## src/rtl/softmax_outp_writeback_if.sv

```systemverilog
// softmax_outp_writeback_if: result-vector stream in, memory write port out
interface softmax_outp_writeback_if #(
    parameter int DATAWIDTH = 16,
    parameter int NUM       = 4,
    parameter int ADDRSIZE  = 8
);
    logic                      outp_valid;
    logic [DATAWIDTH*NUM-1:0]  outp;
    logic                      mem_ready;
    logic                      wr_en;
    logic [ADDRSIZE-1:0]       wr_addr;
    logic [DATAWIDTH*NUM-1:0]  wr_data;
    modport master (output outp_valid, outp, mem_ready, input wr_en, wr_addr, wr_data);
    modport slave  (input outp_valid, outp, mem_ready, output wr_en, wr_addr, wr_data);
endinterface

```

## src/rtl/softmax_outp_writeback.sv

```systemverilog
// softmax_outp_writeback: buffers softmax result vectors and writes them to start..end-1
module softmax_outp_writeback #(
    parameter int DATAWIDTH  = 16,
    parameter int NUM        = 4,
    parameter int ADDRSIZE   = 8,
    parameter int FIFO_DEPTH = 4
) (
    input  logic                  clk,
    input  logic                  reset,
    input  logic                  init,
    input  logic [ADDRSIZE-1:0]   start_addr,
    input  logic [ADDRSIZE-1:0]   end_addr,
    softmax_outp_writeback_if.slave bus,
    output logic                  busy,
    output logic                  wb_done,
    output logic                  overflow_err
);
    localparam int W  = DATAWIDTH * NUM;
    localparam int PW = $clog2(FIFO_DEPTH);

    typedef enum logic [1:0] {IDLE, RUN, DONE} state_t;

    state_t              state_q, state_d;
    logic [ADDRSIZE-1:0] wr_ptr_q, wr_ptr_d, push_ptr_q, push_ptr_d, end_q, end_d;
    logic [ADDRSIZE-1:0] wr_addr_q, wr_addr_d, wr_ptr_inc;
    logic [PW-1:0]       rd_q, rd_d, wp_q, wp_d;
    logic [PW:0]         cnt_q, cnt_d;
    logic [W-1:0]        mem_q [FIFO_DEPTH];
    logic [W-1:0]        mem_d [FIFO_DEPTH];
    logic [W-1:0]        wr_data_q, wr_data_d;
    logic                wr_en_q, wr_en_d, wb_done_q, wb_done_d, ovf_q, ovf_d;
    logic                start, empty, full, pop, room, more, push, drop, last_pop;

    // Handshake decode: a pop frees a slot for a push at the same edge
    always_comb begin
        start      = (state_q == IDLE) && init;
        empty      = (cnt_q == '0);
        full       = (cnt_q == (PW+1)'(FIFO_DEPTH));
        pop        = (state_q == RUN) && !empty && bus.mem_ready;
        room       = !full || pop;
        more       = (push_ptr_q != end_q);
        push       = (state_q == RUN) && bus.outp_valid && more && room;
        drop       = (state_q == RUN) && bus.outp_valid && !(more && room);
        wr_ptr_inc = wr_ptr_q + 1'b1;
        last_pop   = pop && (wr_ptr_inc == end_q);
    end

    // State register
    always_ff @(posedge clk) begin
        if (!reset) state_q <= IDLE;
        else        state_q <= state_d;
    end

    // Next state: an empty or inverted range skips straight to DONE
    always_comb begin
        state_d = state_q;
        case (state_q)
            IDLE:    if (init) state_d = (start_addr >= end_addr) ? DONE : RUN;
            RUN:     if (last_pop) state_d = DONE;
            DONE:    state_d = IDLE;
            default: state_d = IDLE;
        endcase
    end

    // FSM outputs
    always_comb begin
        busy      = (state_q != IDLE);
        wb_done_d = (state_q == DONE);
    end

    // Datapath next values: FIFO, address pointers, registered write port
    always_comb begin
        wr_ptr_d   = wr_ptr_q;
        push_ptr_d = push_ptr_q;
        end_d      = end_q;
        rd_d       = rd_q;
        wp_d       = wp_q;
        mem_d      = mem_q;
        ovf_d      = ovf_q;
        if (start) begin
            wr_ptr_d   = start_addr;
            push_ptr_d = start_addr;
            end_d      = end_addr;
            rd_d       = '0;
            wp_d       = '0;
            ovf_d      = 1'b0;
        end
        if (push) begin
            mem_d[wp_q] = bus.outp;
            wp_d        = wp_q + 1'b1;
            push_ptr_d  = push_ptr_q + 1'b1;
        end
        if (pop) begin
            rd_d     = rd_q + 1'b1;
            wr_ptr_d = wr_ptr_inc;
        end
        if (drop) ovf_d = 1'b1;
        cnt_d     = start ? '0 : cnt_q + (PW+1)'(push) - (PW+1)'(pop);
        wr_en_d   = pop;
        wr_addr_d = pop ? wr_ptr_q : wr_addr_q;
        wr_data_d = pop ? mem_q[rd_q] : wr_data_q;
    end

    // Datapath registers
    always_ff @(posedge clk) begin
        if (!reset) begin
            wr_ptr_q   <= '0;
            push_ptr_q <= '0;
            end_q      <= '0;
            rd_q       <= '0;
            wp_q       <= '0;
            cnt_q      <= '0;
            mem_q      <= '{default: '0};
            ovf_q      <= 1'b0;
            wr_en_q    <= 1'b0;
            wr_addr_q  <= '0;
            wr_data_q  <= '0;
            wb_done_q  <= 1'b0;
        end else begin
            wr_ptr_q   <= wr_ptr_d;
            push_ptr_q <= push_ptr_d;
            end_q      <= end_d;
            rd_q       <= rd_d;
            wp_q       <= wp_d;
            cnt_q      <= cnt_d;
            mem_q      <= mem_d;
            ovf_q      <= ovf_d;
            wr_en_q    <= wr_en_d;
            wr_addr_q  <= wr_addr_d;
            wr_data_q  <= wr_data_d;
            wb_done_q  <= wb_done_d;
        end
    end

    assign bus.wr_en    = wr_en_q;
    assign bus.wr_addr  = wr_addr_q;
    assign bus.wr_data  = wr_data_q;
    assign wb_done      = wb_done_q;
    assign overflow_err = ovf_q;
endmodule

```

## src/flat_wrapper.sv

```systemverilog
// flat-port wrapper written by rule: the top's interface ports become plain ports
module softmax_outp_writeback_flat 
#(
    parameter int DATAWIDTH  = 16,
    parameter int NUM        = 4,
    parameter int ADDRSIZE   = 8,
    parameter int FIFO_DEPTH = 4
)
  (clk, reset, init, start_addr, end_addr, busy, wb_done, overflow_err, bus_outp_valid, bus_outp, bus_mem_ready, bus_wr_en, bus_wr_addr, bus_wr_data);
  softmax_outp_writeback_if #(.DATAWIDTH(DATAWIDTH), .NUM(NUM), .ADDRSIZE(ADDRSIZE)) bus_i ();
  input  logic clk;
  input  logic reset;
  input  logic init;
  input  logic [ADDRSIZE-1:0] start_addr;
  input  logic [ADDRSIZE-1:0] end_addr;
  output logic busy;
  output logic wb_done;
  output logic overflow_err;
  input wire logic [$bits(bus_i.outp_valid)-1:0] bus_outp_valid;
  input wire logic [$bits(bus_i.outp)-1:0] bus_outp;
  input wire logic [$bits(bus_i.mem_ready)-1:0] bus_mem_ready;
  output wire logic [$bits(bus_i.wr_en)-1:0] bus_wr_en;
  output wire logic [$bits(bus_i.wr_addr)-1:0] bus_wr_addr;
  output wire logic [$bits(bus_i.wr_data)-1:0] bus_wr_data;
  assign bus_i.outp_valid = bus_outp_valid;
  assign bus_i.outp = bus_outp;
  assign bus_i.mem_ready = bus_mem_ready;
  assign bus_wr_en = bus_i.wr_en;
  assign bus_wr_addr = bus_i.wr_addr;
  assign bus_wr_data = bus_i.wr_data;
  softmax_outp_writeback #(.DATAWIDTH(DATAWIDTH), .NUM(NUM), .ADDRSIZE(ADDRSIZE), .FIFO_DEPTH(FIFO_DEPTH)) u_core (.clk(clk), .reset(reset), .init(init), .start_addr(start_addr), .end_addr(end_addr), .bus(bus_i), .busy(busy), .wb_done(wb_done), .overflow_err(overflow_err));
endmodule
```

## config.mk

```make
export PLATFORM = sky130hd
export DESIGN_NAME = softmax_outp_writeback_flat
export DESIGN_NICKNAME = d
export VERILOG_FILES = /design/src/rtl/softmax_outp_writeback_if.sv /design/src/rtl/softmax_outp_writeback.sv /design/src/flat_wrapper.sv
export SDC_FILE = /design/constraint.sdc
export NUM_CORES = 1
export LEC_CHECK = 0
export CAP_MARGIN = 20
export CELL_PAD_IN_SITES_DETAIL_PLACEMENT = 2
export CELL_PAD_IN_SITES_GLOBAL_PLACEMENT = 2
export CORE_MARGIN = 1
export CORE_UTILIZATION = 37
export CTS_CLUSTER_DIAMETER = 50
export CTS_CLUSTER_SIZE = 40
export DETAILED_ROUTE_END_ITERATION = 10
export PLACE_DENSITY = 0.9
export SYNTH_ARGS = -nofsm -noshare
export SYNTH_HDL_FRONTEND = slang
export SYNTH_SLANG_ARGS = --single-unit
```

## constraint.sdc

```tcl
create_clock -name clk -period 6.7 [get_ports clk]
set_input_delay 1.34 -clock clk [delete_from_list [all_inputs] [get_ports clk]]
set_output_delay 1.34 -clock clk [all_outputs]
set_load 0.02 [all_outputs]
```

==> flow_summary.ini, run 1 <==
[place]
placed_area_sq_um = 17300
dpl.hpwl_microns = 31900
gp_congestion = 0.807
io_buffers = 160

[sta]
rsz0062_at_grt = no
slew_headroom_pct = 21.4
fin_worst_skew_ns = 0.0296
hold_ws_ns = 0.453
max_slew.worst_pin.slew_ns = 1.18
min_period_over_period_pct = 63.1
setup_viol_count_final = 0
clock.fmax_ghz = 0.236
slew_viol_final = 0
hold_viol = 0
fin_tns_setup_ns = 0
period_needed_ns = 4.23

[global_routing]
grt_overflow_total = 0
antenna_found_initial = 7
grt_max_degree = 186
grt_usage_pct = 27.6
grt_pass1_wl_microns = 90700
grt_pass1_vias = 16025

[floorplan]
num_rows = 74
die-height_microns = 206
die_area_sq_um = 42500
io-pin-count = 161
core_sq_um = 41000
start_util_pct = 37.6
die_w_microns = 206

[drt]
drtPass1Iterations = 8
ant_nets = 0
drtIter0Drc = 750
num_vias = 14220
avgViaCountPerCell = 5.82
routed_wl_microns = 58700
drc = 39
wl_per_cell_microns = 24.0

[critical_path]
worst-setup-path-type = primary input to register
path_max_fanout = 106
r2r_cells = 11
endpoint = u_core.mem_q[15]$_SDFFE_PN0P_
worstSetupStartpointType = primary input
crit_start = bus_mem_ready
crit_path_end_kind = register
regToRegEndpoint = u_core.cnt_q[2]$_SDFF_PP0_
cp.required_ns = 7.20
rr_startpoint = u_core.cnt_q[1]$_SDFF_PP0_
cp.arrival_ns = 4.73
reg2reg_slack_ns = 3.06

[cells_and_area]
layout-drive-gt1-share_pct = 9.35
fillCellCount = 4355
layout.cells.most_common_list = nand2_1, dfxtp_1, a21oi_1, nand3_1, clkdlybuf4s50_1
post-route-util_pct = 45.7
syn_to_final_growth_pct = 21.4
layout_commonest_cell = nand2_1
seqCellArea_sq_um = 7290
final_area_sq_um = 18700
multiInputGateArea_sq_um = 7470
nets = 1976

[synthesis]
yosysTopAreaCell = dfxtp_1
synthFlopType = dfxtp_1
syn_avg_cell_area_sq_um = 8.48
synth-async-reset-ratio_pct = 0
synth_warnings = 0
ys_ff_latch = 364
synth_cell_types = 64
ys_top_cells_by_area = dfxtp_1, a21oi_1, nand2_1, mux4_2, nand3_1
syn-cell-area_sq_um = 15400
syn_inst = 1819
yosysSeqAreaShare_pct = 47.2
syn_nets = 1921
yosys.area.top_type_share_pct = 47.2
synth_edf_count = 0

[clock_tree]
cts_root_buf = clkbuf_16
clock_latency_ns = 0.58
cts_sinks = 364
cts_setup_buffers = 0
cts_resized = 0
cts_tree = done
clk_pin_slew_ns = 0.07
htreeDepth = 2
cts_buffers = 41
cts_hold_buf = 0
clock_path_buffers = 3

[run]
cap_violations = 0

[power]
fin_total_pwr_mw = 5.17
leakage_nw = 5.90
ir_drop_mv = 0.140
cellPowerDensity_nw_per_um2 = 276

[run_status]
outcome = complete, but fails checks
violations = design-rule violations

[min_path]
min_path_type = register to register
min-delay-start = u_core.bus.wr_data[37]$_SDFFE_PN0P_
## routing by layer
metal / vias up / GRT usage, % / share of wire (%)
met1: 7331 / 32.0 / 41
met4: 4 / 11.8 / 3.2
li1: 6433 / - / -
met5: - / 0 / 0.046
met3: 131 / 4.98 / 3.9
met2: 321 / 49.4 / 52
## worst min path at each step
stage	depth (start not counted)	slack, ns	endpoint
3_5_place_dp	2	0.45	u_core.mem_q[75]$_SDFFE_PN0P_
3_3_place_gp	2	0.44	u_core.mem_q[155]$_SDFFE_PN0P_
2_1_floorplan	2	0.43	u_core.mem_q[100]$_SDFFE_PN0P_
4_1_cts	2	0.46	u_core.bus.wr_data[37]$_SDFFE_PN0P_
6_report	2	0.45	u_core.bus.wr_data[37]$_SDFFE_PN0P_
5_1_grt	2	0.47	u_core.mem_q[124]$_SDFFE_PN0P_
## state kept, by name (all words and copies together) (netlist names)
| register | count |
|---|---|
| u_core.mem_q | 256 |
| u_core.rd_q | 2 |
| u_core.push_ptr_q | 8 |
| u_core.wp_q | 2 |
| u_core.end_q | 8 |
| u_core.bus.wr_data | 64 |
| u_core.wb_done | 1 |
| u_core.wr_ptr_q | 8 |
| u_core.bus.wr_en | 1 |
| u_core.bus.wr_addr | 8 |
| u_core.state_q | 2 |
| u_core.cnt_q | 3 |
| u_core.overflow_err | 1 |
## kinds of logic after synthesis
logic type,Yosys count,share of synthesized area (%)
xor+xnor,16,0.957
compound gates,408,14.3
buf+inv,182,4.92
simple gates,763,21.6
fa+ha+maj,17,1.43
flops,364,47.2
mux,69,9.67
## stage by stage
stage          setup WS [ns]  cells
2_1_floorplan           3.31   1819
3_5_place_dp            1.86   2363
5_1_grt                 2.30   2439
3_3_place_gp            2.04   2363
4_1_cts                 2.50   2436
6_report                2.47   2443
## area by class of cell
type,instances,share of cell area (%)
multi-input cells,1273,39.9
flip-flops and latches,364,38.9
repair buffers,175,9.22
clock buffers,47,5.70
well taps,532,3.55
clock inverters,26,2.11
inverters,19,0.488
diodes,7,0.0935
## critical path: stages
cell and delay [ns]:
clkdlybuf4s50_1 0.50, nand3b_4 0.12, a31oi_2 0.65, o21ai_2 0.39, inv_8 0.55, buf_4 0.70
nand3_1 0.17, a21oi_1 0.23
## where the power goes
| part | total [mW] | leakage, nW | switching (mW) | internal, mW |
|---|---|---|---|---|
| sequential | 2.25 | 2.94 | 0.0472 | 2.20 |
| clock | 2.48 | 0.712 | 1.06 | 1.42 |
| combinational | 0.440 | 2.25 | 0.288 | 0.152 |
| total | 5.17 | 5.90 | 1.40 | 3.78 |
## synthesized netlist by cell type (all sizes together) (4+ instances only)
| master | instances |
|---|---|
| nand2 | 435 |
| dfxtp | 364 |
| a21oi | 351 |
| nand3 | 268 |
| clkbuf | 109 |
| mux4 | 64 |
| buf | 54 |
| nor2 | 20 |
| inv | 17 |
| ha | 16 |
| o21ai | 16 |
| xnor2 | 14 |
| nor3 | 7 |
| o211ai | 6 |
| a31oi | 5 |
| nand2b | 5 |
| or2 | 5 |
| and2 | 4 |
| mux2i | 4 |
Note: power is estimated with default switching activity, not from simulation.
==> run 2, diff against run 1 <==
--- a/config.mk
+++ b/config.mk
@@ -9,11 +9,11 @@
 export CELL_PAD_IN_SITES_DETAIL_PLACEMENT = 2
 export CELL_PAD_IN_SITES_GLOBAL_PLACEMENT = 2
 export CORE_MARGIN = 1
-export CORE_UTILIZATION = 37
+export CORE_UTILIZATION = 34
 export CTS_CLUSTER_DIAMETER = 50
 export CTS_CLUSTER_SIZE = 40
 export DETAILED_ROUTE_END_ITERATION = 10
-export PLACE_DENSITY = 0.9
+export PLACE_DENSITY = 0.84
 export SYNTH_ARGS = -nofsm -noshare
 export SYNTH_HDL_FRONTEND = slang
 export SYNTH_SLANG_ARGS = --single-unit
==> constraint.sdc (replaced) <==
create_clock -name clk -period 4.17 [get_ports clk]
set_input_delay 0.834 -clock clk [delete_from_list [all_inputs] [get_ports clk]]
set_output_delay 0.834 -clock clk [all_outputs]
set_load 0.02 [all_outputs]
==> run 2 against run 1 <==
  * The run now ends clean
  * Clock skew rose by 0.00097 ns
  * Register-to-register slack got worse by 1.8 ns
  * Die area rose by 8.7%
  * Flip-flop and latch count did not move
  * Clock power rose by 50%
  * Sequential power rose by 60%
  * Via count fell by 1.2%
  * Global-route usage fell by 3.4 points
  * Critical path depth rose by 4
  * Total power rose by 56%
  * Hold slack improved by 0.0034 ns
  * First-iteration DRC count rose by 0.80%
  * Largest power group unchanged
  * Highest routed layer unchanged
==> flow_summary.ini, run 2 (same netlist as run 1, synthesis figures left out) <==
[run_status]
outcome = complete, no violations

[drt]
drc = 0
routed_wl_microns = 55700
drtIter0Drc = 756
ant_nets = 0
num_vias = 14050
wl_per_cell_microns = 22.2
drtPass1Iterations = 5
avgViaCountPerCell = 5.60

[sta]
slew_viol_final = 0
slew_headroom_pct = 34.5
hold_viol = 0
rsz0062_at_grt = no
setup_viol_count_final = 0
min_period_over_period_pct = 72.6
max_slew.worst_pin.slew_ns = 0.983
fin_worst_skew_ns = 0.0306
clock.fmax_ghz = 0.330
fin_tns_setup_ns = 0
period_needed_ns = 3.03

[critical_path]
cp.required_ns = 4.61
crit_path_end_kind = register
cp.arrival_ns = 3.47
worstSetupStartpointType = primary input
worst-setup-path-type = primary input to register
path_max_fanout = 26

[power]
cellPowerDensity_nw_per_um2 = 428
fin_total_pwr_mw = 8.05
ir_drop_mv = 0.206
leakage_nw = 5.91

[cells_and_area]
fillCellCount = 4809
layout.cells.most_common_list = nand2_1, dfxtp_1, a21oi_1, nand3_1, clkdlybuf4s50_1
syn_to_final_growth_pct = 22.1
regMostFlops = u_core.mem_q
layout-drive-gt1-share_pct = 9.67
largest_reg_flops = 256
nets = 1986
layout_commonest_cell = nand2_1

[clock_tree]
cts_buffers = 40
cts_root_buf = clkbuf_16
htreeDepth = 2
cts_tree = done
clock_path_buffers = 3
cts_sinks = 364
clk_pin_slew_ns = 0.07
cts_setup_buffers = 0
clock_latency_ns = 0.57
cts_hold_buf = 0
cts_resized = 0

[floorplan]
die-height_microns = 215
io-pin-count = 161
die_w_microns = 215
core_sq_um = 44500
start_util_pct = 34.7
num_rows = 77
die_area_sq_um = 46200

[place]
dpl.hpwl_microns = 31800
io_buffers = 160
gp_congestion = 0.782

[global_routing]
antenna_found_initial = 4
grt_pass1_wl_microns = 89100
grt_pass1_vias = 15728
grt_overflow_total = 0
grt_max_degree = 167
grt_usage_pct = 24.2

[run]
cap_violations = 0

[min_path]
min_path_type = register to register
## run 2: changes by cell type in the layout (fill, tap and decap cells not counted), moves of 2 or more
cell / previous run / this run
clkinv_8: 4 / 1
clkinvlp_4: 1 / 4
buf_4: 14 / 20
inv_8: 8 / 2
inv_6: 5 / 7
buf_12: 1 / 5
bufinv_16: 6 / 4
diode_2: 7 / 2
clkbuf_1: 4 / 6
## run 2: area by class of cell
| type | count | area, sq um | share of cell area, % |
|---|---|---|---|
| antenna | 2 | 5.00 | 0.0266 |
| clock buffer | 50 | 1090 | 5.79 |
| clock inverter | 21 | 262 | 1.39 |
| timing repair buffer | 186 | 1880 | 9.98 |
| multi-input combinational | 1273 | 7470 | 39.7 |
| inverter | 19 | 91.3 | 0.485 |
| sequential | 364 | 7290 | 38.7 |
| tap | 592 | 741 | 3.93 |
## run 2: through the flow
stage | instance area, sq um | setup slack, ns | utilization [%] | hold WS (ns) | std cells
finish | 18800 | 1.14 | 42.3 | 0.456 | 2507
global route | 18800 | 0.967 | 42.3 | 0.474 | 2507
CTS | 18800 | 1.13 | 42.2 | 0.456 | 2504
detailed placement | 17500 | 0.568 | 39.2 | 0.447 | 2433
global placement | 17500 | 0.675 | 39.2 | 0.438 | 2433
floorplan | 15400 | 1.29 | - | 0.433 | 1819
## run 2: final timing paths
| kind | start | endpoint | slack, ns | depth (start not counted) |
|---|---|---|---|---|
| worst min-delay path | u_core.mem_q[218]$_SDFFE_PN0P_ | u_core.mem_q[218]$_SDFFE_PN0P_ | 0.46 | 2 |
| worst max register to register | u_core.cnt_q[1]$_SDFF_PP0_ | u_core.cnt_q[2]$_SDFF_PP0_ | 1.22 | 11 |
| worst max-delay path | bus_mem_ready | u_core.cnt_q[2]$_SDFF_PP0_ | 1.14 | 12 |
| worst min register to register | u_core.mem_q[218]$_SDFFE_PN0P_ | u_core.mem_q[218]$_SDFFE_PN0P_ | 0.46 | 2 |
## run 2: power breakdown
group | switching [mW] | internal [mW] | leakage, nW
Combinational | 0.460 | 0.259 | 2.32
Clock | 1.59 | 2.14 | 0.650
Sequential | 0.0729 | 3.54 | 2.94
Total | 2.12 | 5.94 | 5.91
## run 2: layer usage
| layer | vias up | wire [microns] | global-route usage, % |
|---|---|---|---|
| met4 | 4 | 1420 | 8.44 |
| li1 | 6447 | - | - |
| met5 | - | 24 | 0 |
| met3 | 91 | 2070 | 3.64 |
| met2 | 267 | 28200 | 42.7 |
| met1 | 7241 | 24000 | 29.8 |
## run 2: worst max-delay path, cell delays in order
cell             delay [ns]
clkdlybuf4s50_1        0.46
nand3b_4               0.13
or2_4                  0.37
clkinv_4               0.25
ha_1                   0.35
inv_1                  0.08
ha_1                   0.16
inv_1                  0.05
fa_1                   0.39
xor2_1                 0.20
xnor2_1                0.14
nor2_1                 0.05
==> run 3, diff against run 2 <==
--- a/config.mk
+++ b/config.mk
@@ -9,11 +9,11 @@
 export CELL_PAD_IN_SITES_DETAIL_PLACEMENT = 2
 export CELL_PAD_IN_SITES_GLOBAL_PLACEMENT = 2
 export CORE_MARGIN = 1
-export CORE_UTILIZATION = 34
+export CORE_UTILIZATION = 31
 export CTS_CLUSTER_DIAMETER = 50
 export CTS_CLUSTER_SIZE = 40
 export DETAILED_ROUTE_END_ITERATION = 10
-export PLACE_DENSITY = 0.84
+export PLACE_DENSITY = 0.81
 export SYNTH_ARGS = -nofsm -noshare
 export SYNTH_HDL_FRONTEND = slang
 export SYNTH_SLANG_ARGS = --single-unit
==> constraint.sdc (replaced) <==
create_clock -name clk -period 2.58 [get_ports clk]
set_input_delay 0.516 -clock clk [delete_from_list [all_inputs] [get_ports clk]]
set_output_delay 0.516 -clock clk [all_outputs]
set_load 0.02 [all_outputs]
==> run 3 against run 2 <==
  * Critical path type is now register to primary output
  * Final cell count grew 4.9%
  * Die area grew 9.6%
  * Total power increased by 68%
  * Non-clock buffer count rose by 42
  * Worst setup slack worse by 0.96 ns
  * Clock skew down 0.0010 ns
  * Flip-flop and latch count is the same
  * First-iteration DRC count down 9.8%
  * Hold slack hardly changed
  * Largest power group unchanged
==> flow_summary.ini, run 3 (same netlist as run 1, synthesis figures left out) <==
[cells_and_area]
layout-drive-gt1-share_pct = 12.3
layout_commonest_cell = nand2_1
layout.cells.most_common_list = nand2_1, dfxtp_1, a21oi_1, nand3_1, clkdlybuf4s50_1
largest_reg_flops = 256
fillCellCount = 5336
syn_to_final_growth_pct = 27.5
nets = 2031
regMostFlops = u_core.mem_q

[power]
cellPowerDensity_nw_per_um2 = 688
ir_drop_mv = 0.408
internal-power_mw = 9.76
seq_power_share_pct = 43.0
p_comb_share_pct = 9.6
switching_share_pct = 27.9
fin_total_pwr_mw = 13.5
clkPwrFrac_pct = 47.4
switchingPower_mw = 3.78
leakage_nw = 6.28

[sta]
hold_viol = 0
clock.fmax_ghz = 0.417
slew_headroom_pct = 61.7
slew_viol_final = 0
max_slew.worst_pin.slew_ns = 0.574
rsz0062_at_grt = no
setup_viol_count_final = 0
fin_worst_skew_ns = 0.0296
min_period_over_period_pct = 93.1
timing.final.ws_setup_ns = 0.179
period_needed_ns = 2.40

[run]
cap_violations = 0

[global_routing]
grt_max_degree = 65
grt_pass1_vias = 15954
grt_usage_pct = 23.1
grt_pass1_wl_microns = 91400
grt_overflow_total = 0
antenna_found_initial = 7

[floorplan]
core_sq_um = 49100
die-height_microns = 225
io-pin-count = 161
start_util_pct = 31.5
die_area_sq_um = 50700
die_w_microns = 225
num_rows = 81

[drt]
drc = 0
routed_wl_microns = 58400
wl_per_cell_microns = 22.2
drtPass1Iterations = 4
num_vias = 14254
drtIter0Drc = 682
avgViaCountPerCell = 5.42
ant_nets = 0

[critical_path]
worstSetupStartpointType = register
worst-setup-path-type = register to primary output
cp.arrival_ns = 1.88
crit_path_end_kind = primary output
path_max_fanout = 8
cp.required_ns = 2.06

[place]
dp_slack_ns = -0.225
io_buffers = 160
gp_congestion = 0.774
dpl.hpwl_microns = 35700

[clock_tree]
clock_latency_ns = 0.59
htreeDepth = 2
cts_setup_buffers = 0
clk_pin_slew_ns = 0.07
clock_path_buffers = 3
cts_tree = done
cts_sinks = 364
cts_buffers = 43
cts_root_buf = clkbuf_16

[min_path]
min_path_type = register to register

[run_status]
outcome = complete, no violations
-- run 3: changes by cell type in the layout (fill, tap and decap cells not counted), sizes merged --
cell      delta
buf         +42
bufinv       -2
clkbuf       -3
clkinv       +7
clkinvlp     +3
inv          +3
-- run 3: power groups by stage --
stage | Combinational (mW) | Sequential [mW] | Clock, mW
finish | 1.30 | 5.83 | 6.41
global placement | 1.23 | 5.94 | 0
global route | 1.39 | 5.84 | 6.77
CTS | 1.30 | 5.83 | 6.54
floorplan | 0.691 | 5.91 | 0
detailed placement | 1.28 | 5.95 | 0
-- run 3: worst paths after layout --
| check | start | cells past startpoint | slack [ns] | end |
|---|---|---|---|---|
| setup / recovery | u_core.state_q[0]$_SDFFE_PN0P_ | 3 | 0.18 | busy |
| hold reg to reg | u_core.mem_q[205]$_SDFFE_PN0P_ | 2 | 0.46 | u_core.mem_q[205]$_SDFFE_PN0P_ |
| hold / removal | u_core.mem_q[205]$_SDFFE_PN0P_ | 2 | 0.46 | u_core.mem_q[205]$_SDFFE_PN0P_ |
| setup reg to reg | u_core.wr_ptr_q[0]$_SDFFE_PN0P_ | 6 | 0.21 | u_core.state_q[1]$_SDFFE_PN0P_ |
-- run 3: final cells by class --
type	count	area (sq um)	share of cell area [%]
inverter	19	91.3	0.464
sequential	364	7290	37.1
tap	664	831	4.22
timing repair buffer	228	2470	12.6
clock buffer	47	1130	5.75
clock inverter	32	367	1.86
multi-input combinational	1273	7480	38.0
antenna	2	5.00	0.0254
-- run 3: routing by layer --
layer | GRT usage [%] | vias up | share of wire, %
li1 | - | 6546 | -
met1 | 27.9 | 7327 | 42
met2 | 40.9 | 255 | 51
met3 | 4.37 | 116 | 4.1
met4 | 7.75 | 10 | 2.6
met5 | 0 | - | 0.12
-- run 3: worst max-delay path, cell delays in order, from the launching register on --
cell and delay [ns]:
dfxtp_1 0.34, buf_4 0.17, or2_2 0.27, clkdlybuf4s50_1 0.54
-- run 3: through the flow --
step                      cell area, sq um  utilization (%)  cells  hold slack [ns]  TNS (ns)
after floorplan                      15400                -   1819            0.433         0
after global placement               18200             37.0   2548            0.437     -5.62
after detailed placement             18200             37.0   2548            0.448    -28.68
after CTS                            19700             40.1   2627            0.457         0
after global routing                 19700             40.1   2629            0.476         0
final                                19700             40.1   2629            0.457         0
-- run 3: repair_timing --
action,in CTS,in global routing
hold endpoints to repair,0,0
hold buffers,0,0
resized for setup,0,2
endpoints found under the setup margin,0,2
